### src/rtl/data_mem_ctrl.sv
// data_mem_ctrl: single-port word memory with byte enables and a 1- or 2-cycle read pipeline.
// Define DATA_MEM_CLEAR_EN to compile in the post-reset zero-fill sweep.
module data_mem_ctrl #(
  parameter int DATA_W = 8,
  parameter int ADDR_W = 8,
  parameter int RD_LAT = 1
) (
  input  logic                clk,
  input  logic                rst_n,
  input  logic                req_valid,
  output logic                req_ready,
  input  logic                req_we,
  input  logic [ADDR_W-1:0]   req_addr,
  input  logic [DATA_W-1:0]   req_wdata,
  input  logic [DATA_W/8-1:0] req_be,
  output logic                rsp_valid,
  output logic [DATA_W-1:0]   rsp_rdata,
  output logic                busy
);

  localparam int NB    = DATA_W / 8;
  localparam int DEPTH = 2 ** ADDR_W;

`ifdef DATA_MEM_CLEAR_EN
  typedef enum logic [1:0] {
    S_RST   = 2'd0,
    S_CLEAR = 2'd1,
    S_RUN   = 2'd2
  } state_t;
`else
  typedef enum logic [1:0] {
    S_RST = 2'd0,
    S_RUN = 2'd2
  } state_t;
`endif

  state_t state;
  state_t state_nx;

  logic [DATA_W-1:0] mem [DEPTH];

  logic acc;
  logic acc_wr;
  logic acc_rd;

  logic              rd_v1;
  logic [DATA_W-1:0] rd_d1;

  assign req_ready = (state == S_RUN);
  assign acc       = req_valid & req_ready;
  assign acc_wr    = acc & req_we;
  assign acc_rd    = acc & ~req_we;

  always_ff @(posedge clk or negedge rst_n) begin
    if (!rst_n) begin
      state <= S_RST;
    end else begin
      state <= state_nx;
    end
  end

`ifdef DATA_MEM_CLEAR_EN
  logic [ADDR_W-1:0] clr_cnt;

  assign busy = (state == S_CLEAR);

  always_ff @(posedge clk or negedge rst_n) begin
    if (!rst_n) begin
      clr_cnt <= '0;
    end else if (busy) begin
      clr_cnt <= clr_cnt + 1'b1;
    end
  end

  always_comb begin
    state_nx = state;
    unique case (state)
      S_RST:   state_nx = S_CLEAR;
      S_CLEAR: if (&clr_cnt) state_nx = S_RUN;
      S_RUN:   state_nx = S_RUN;
      default: state_nx = S_RST;
    endcase
  end
`else
  assign busy = 1'b0;

  always_comb begin
    state_nx = state;
    unique case (state)
      S_RST:   state_nx = S_RUN;
      S_RUN:   state_nx = S_RUN;
      default: state_nx = S_RST;
    endcase
  end
`endif

  // Storage is never reset; only the sweep (when built in) zeroes it.
  always_ff @(posedge clk) begin
`ifdef DATA_MEM_CLEAR_EN
    if (busy) begin
      mem[clr_cnt] <= '0;
    end else
`endif
    if (acc_wr) begin
      for (int b = 0; b < NB; b++) begin
        if (req_be[b]) begin
          mem[req_addr][8*b +: 8] <= req_wdata[8*b +: 8];
        end
      end
    end
  end

  always_ff @(posedge clk or negedge rst_n) begin
    if (!rst_n) begin
      rd_v1 <= 1'b0;
      rd_d1 <= '0;
    end else begin
      rd_v1 <= acc_rd;
      if (acc_rd) begin
        rd_d1 <= mem[req_addr];
      end
    end
  end

  generate
    if (RD_LAT == 1) begin : g_lat1
      assign rsp_valid = rd_v1;
      assign rsp_rdata = rd_d1;
    end else begin : g_lat2
      logic              rd_v2;
      logic [DATA_W-1:0] rd_d2;

      always_ff @(posedge clk or negedge rst_n) begin
        if (!rst_n) begin
          rd_v2 <= 1'b0;
          rd_d2 <= '0;
        end else begin
          rd_v2 <= rd_v1;
          if (rd_v1) begin
            rd_d2 <= rd_d1;
          end
        end
      end

      assign rsp_valid = rd_v2;
      assign rsp_rdata = rd_d2;
    end
  endgenerate

endmodule

### config.mk
export PLATFORM = sky130hd
export DESIGN_NAME = data_mem_ctrl
export DESIGN_NICKNAME = d
export VERILOG_FILES = /design/src/rtl/data_mem_ctrl.sv
export SDC_FILE = /design/constraint.sdc
export NUM_CORES = 2
export LEC_CHECK = 0
export CORE_ASPECT_RATIO = 1.2
export CORE_UTILIZATION = 35
export CTS_CLUSTER_SIZE = 14
export DETAILED_ROUTE_END_ITERATION = 8
export PLACE_DENSITY = 0.46
export SLEW_MARGIN = 5
export SYNTH_ARGS = -nofsm -noshare
export SYNTH_HDL_FRONTEND = slang
export SYNTH_SLANG_ARGS = --single-unit
### constraint.sdc
create_clock -name clk -period 2.7 [get_ports clk]
set_input_delay 0.405 -clock clk [delete_from_list [all_inputs] [get_ports clk]]
set_output_delay 0.405 -clock clk [all_outputs]
set_load 0.01 [all_outputs]
### Word level (Yosys, flattened, before mapping)

Memories as Yosys holds them, arrays and structs flattened. A register that Yosys moved wholly into a read port is not among the register bits.
Cells that the tools add are included.

| storage, ports and cells | value |
|---|---|
| bits in registers | 3 |
| memory bits (writable) | 2048 |
| input bits | 21 |
| memories | 1 |

| cells by class | value |
|---|---|
| eq/ne operators | 1 |
| multiplexer cells | 4 |
| bitwise operators | 4 |
| reduce and logical (&&, ||, !) cells | 3 |

Memory list:

| name | words | bits a word | read ports | clocked after Yosys merged registers in | write ports | RTL line | source |
|---|---|---|---|---|---|---|---|
| mem | 256 | 8 | 1 | 1 | 1 | 40 | `logic [DATA_W-1:0] mem [DEPTH];` |

Operator list:

| kind | count |
|---|---|
| $and 1x1->1 | 3 |
| $mux 1 | 3 |
| $eq 2x2->1 const B | 1 |
| $logic_not 2->1 | 1 |
| $mux 2 | 1 |
| $reduce_or 2->1 | 1 |
| $logic_not 1->1 | 1 |
| $not 1->1 | 1 |

### Logic depth before layout (Yosys ltp)

| logic depth | value |
|---|---|
| depth in word-level cells | 5 |
| depth in mapped cells | 13 |
| mapped depth without buffers | 8 |

### Worst setup path before layout

OpenSTA, ideal clock, no wires.

| path | value |
|---|---|
| kind | input port to flip-flop |
| from | in req_addr[1] |
| to | mem mem[104][0] (enable) |
| library setup time | 0.370 ns |
| data arrival time | 2.571 ns |
| data required time | 2.330 ns |
| slack | -0.241 ns |
| cell stages on the path | 10 |
| path buffers | 7 |
| cells stage by stage | buf_2 -> buf_4 -> buf_2 -> buf_2 -> buf_2 -> buf_2 -> nor2_1 -> nand3_1 -> buf_2 -> nor2_1 |

RTL lines:

| what | RTL line | source |
|---|---|---|
| start: declaration | 13 | `input logic [ADDR_W-1:0] req_addr,` |
| end: declaration | 40 |  |

Straight into the memory's write port.

==> flow_summary.ini <==
[grt]
grt_pass1_vias = 41500
grt.total_usage = 0.196
globalRouteOverflowTotal = 0
global_route_wire_length_before_repair_um = 321000
grt_start_max_net_pins = 89
grt_antenna_before_repair = 8

[synthesis]
synthTopCellsByCount = sky130_fd_sc_hd__edfxtp_1 (2048), sky130_fd_sc_hd__mux4_2 (538), sky130_fd_sc_hd__nor2_1 (260), sky130_fd_sc_hd__mux2i_1 (128), sky130_fd_sc_hd__clkbuf_1 (95)
synth_area_leader_cell = sky130_fd_sc_hd__edfxtp_1
ys_seq_area_frac = 0.772
synth.distinct_cells = 51
yosys_register_bits = 2058
synth.most_common_cell = sky130_fd_sc_hd__edfxtp_1
synthFlopType = sky130_fd_sc_hd__edfxtp_1
post-synth-top-area-fraction = 0.769
yosys_warnings = 0
synth.avg_cell_area_um2 = 21.9
synth_area_leaders = sky130_fd_sc_hd__edfxtp_1 (77%), sky130_fd_sc_hd__mux4_2 (15%), sky130_fd_sc_hd__mux2i_1 (1.6%)
synthesis.area_um2 = 80000
number_of_synthesized_flops_with_an_enable_pin = 2048
mappedNetlistNets = 3670
synth_cells = 3649
async_flop_share = 0.00486

[power_and_ir_drop]
power_switching_mw = 14.6
sequential_fraction_of_design_power = 0.519
switching_part_of_the_total = 0.216
cellLeakagePower_nw = 31.5
internal_mw = 53.1
pwr-share-comb = 0.056
power.total_mw = 67.7
power_density_nw_per_um2 = 693
worst_ir_drop_vdd_v = 0.000572
clock_power_share = 0.424

[timing]
timing.final.setup_violations = 0
clock-skew-final_ns = 0.0651
slew_headroom = 0.306
report.final.slew_viol_count = 0
timing.final.crit_share = 0.991
finalWorstPathRequiredPeriod_ns = 2.67
worst_slew_pin_slew_ns = 1.04
fin_setup_tns_ns = 0
final_hold_viol_count = 0
fmax_mhz = 374
grt_setup_unrepaired = no

[floorplan]
die_boundary_width_um = 438
placementRows = 191
die_h_um = 526
floorplan.initialDensity = 0.353
die-area_um2 = 231000
io_pins = 32
core_um2 = 227000

[setup_path]
worstSetupPathType = flop to flop
cp_slowest_cell = sky130_fd_sc_hd__nor4b_4
critical_path_buf_inv_count = 3
setup.worst_path.end_class = flop
startpoint_type = flop
critical-path-top-delay-family = multiplexers
cpPeakStageDelay_ns = 0.52
worst_ep_arrival_time_ns = 3.37
cp.depth = 8
cp_max_fo = 1
r2r_cells = 8
critical_path.cell_chain = mux4_2 > mux4_2 > inv_2 > o21ai_1 > buf_4 > nor4b_4 > buf_4 > o32ai_1
worst_ep_required_time_ns = 3.40

[routing]
total_number_of_vias = 39700
detail_route.first_pass.iterations = 5
detail_route.wl_per_cell_um = 29.7
ant_nets = 0
route.final.wire_length_um = 226000
dr.first_iter.drc_count = 3703
drt-vias-per-instance = 5.23
post-route-drc-count = 0

[clocking]
h-tree-depth = 4
worstSkewPairLatency_ns = 0.87
cts.sinks = 2058
clk_pin_slew_worst_setup_hold_paths_ns = 0.06
number_of_buffers_between_clock_root_and_the_deepest_sink = 4
post_cts_setup_driven_buffer_insertion_count = 0
cts_made_buffers = 213
cts.root.buffer_cell = sky130_fd_sc_hd__clkbuf_16
cts_tree = yes

[final_layout]
flow.area_growth_from_synthesis_pct = 22.2
design.final.nets = 4455
final_area_um2 = 97800
fin_cells = 7602
post_route_cells_drive_above_1_share = 0.379

[run_status]
status = finished clean

[min_path]
hold-path-cell-count = 1
hold_path.class = input port to flop

[place]
gp_congestion = 0.833
place.detailed.instances = 7205
placed_wire_length_estimate_um = 152000
detailed_place.area_um2 = 90900
io_buffers = 30

[flow_run]
timing.max_cap.violations = 0
## power groups by stage
| stage | combinational [mW] | sequential [mW] | clock [mW] |
|---|---|---|---|
| 2_1_floorplan | 1.72 | 35.9 | 0 |
| 3_3_place_gp | 3.88 | 35.9 | 0 |
| 3_5_place_dp | 3.89 | 35.9 | 0 |
| 4_1_cts | 3.92 | 35.2 | 29.4 |
| 5_1_grt | 4.05 | 35.2 | 30.4 |
| 6_report | 3.82 | 35.2 | 28.7 |
## area by class of cell
type / count / area, um2
Antenna cell: 3 / 7.51
Inverter: 11 / 46.3
Multi-Input combinational cell: 1361 / 17500
Timing Repair Buffer: 789 / 8080
Sequential cell: 2058 / 61800
Tap cell: 2991 / 3740
Clock inverter: 129 / 1140
Fill cell: 19700 / 129000
Clock buffer: 260 / 5570
## per-layer routing
metal / wire length, um / up-vias / global-route usage
met5: 0 / - / 0
met4: 5810 / 0 / 0.0515
met3: 8190 / 277 / 0.0237
met2: 115000 / 819 / 0.335
met1: 96500 / 21800 / 0.263
li1: - / 16900 / -
## registers in the layout (all words and copies together) (netlist names)
register and flops:
rsp_valid 1, state 1, mem 2048, rsp_rdata 8
## worst reg2reg max path, delay by kind of cell, from the launching register on
kind	cells	cell delay (ns)
buffers and inverters	3	0.47
and+or+nand+nor	1	0.52
DFF	1	0.37
muxes	2	0.99
AOI/OAI and AO/OA	2	0.17
## worst paths after layout
path,endpoint,slack [ns],start
worst min register to register,rsp_rdata[2],0.70,rsp_rdata[2]
worst min-delay path,mem[16][2],0.07,req_wdata[2]
max in group asynchronous,rsp_rdata[6],1.55,rst_n
worst max-delay path,rsp_rdata[3],0.03,mem[127][3]
worst max register to register,rsp_rdata[3],0.03,mem[127][3]
min in group asynchronous,rsp_rdata[4],0.57,rst_n
## per-stage QoR
step / hold WS [ns] / utilization / worst slack, ns
final: 0.0663 / 0.432 / 0.0256
after global routing: 0.0455 / 0.432 / 0.00667
after CTS: 0.0232 / 0.432 / 0.00240
after detailed placement: 0.680 / 0.401 / -1.23
after global placement: 0.673 / 0.401 / -2.31
after floorplan: 0.109 / - / -0.152
## cell families after synthesis
| kind of cell | synth area share |
|---|---|
| mux | 0.172 |
| other cells | 0.0000939 |
| compound gates | 0.0175 |
| simple gates | 0.0237 |
| buf+inv | 0.0151 |
| flops | 0.772 |
## what timing repair did
item | 4_1_cts | 5_1_grt
endpoints found under the hold margin | 122 | 0
resized for setup | 18 | 3
setup endpoints to repair | 6 | 3
hold buffers | 5 | 0
pin swaps | 5 | 0
## cells in the final DEF, fill, tap and decap left out, types with 50 or more instances in the layout
cell,synthesis,routed
sky130_fd_sc_hd__mux4_2,538,538
sky130_fd_sc_hd__edfxtp_1,2048,2048
sky130_fd_sc_hd__clkinv_1,0,50
sky130_fd_sc_hd__buf_12,0,161
sky130_fd_sc_hd__nor2_2,0,71
sky130_fd_sc_hd__clkbuf_16,0,214
sky130_fd_sc_hd__nand2_1,70,65
sky130_fd_sc_hd__buf_4,27,594
sky130_fd_sc_hd__mux2i_1,128,124
sky130_fd_sc_hd__o21ai_0,59,54
sky130_fd_sc_hd__nor2_1,260,178
Note: power is estimated with default switching activity, not from simulation.
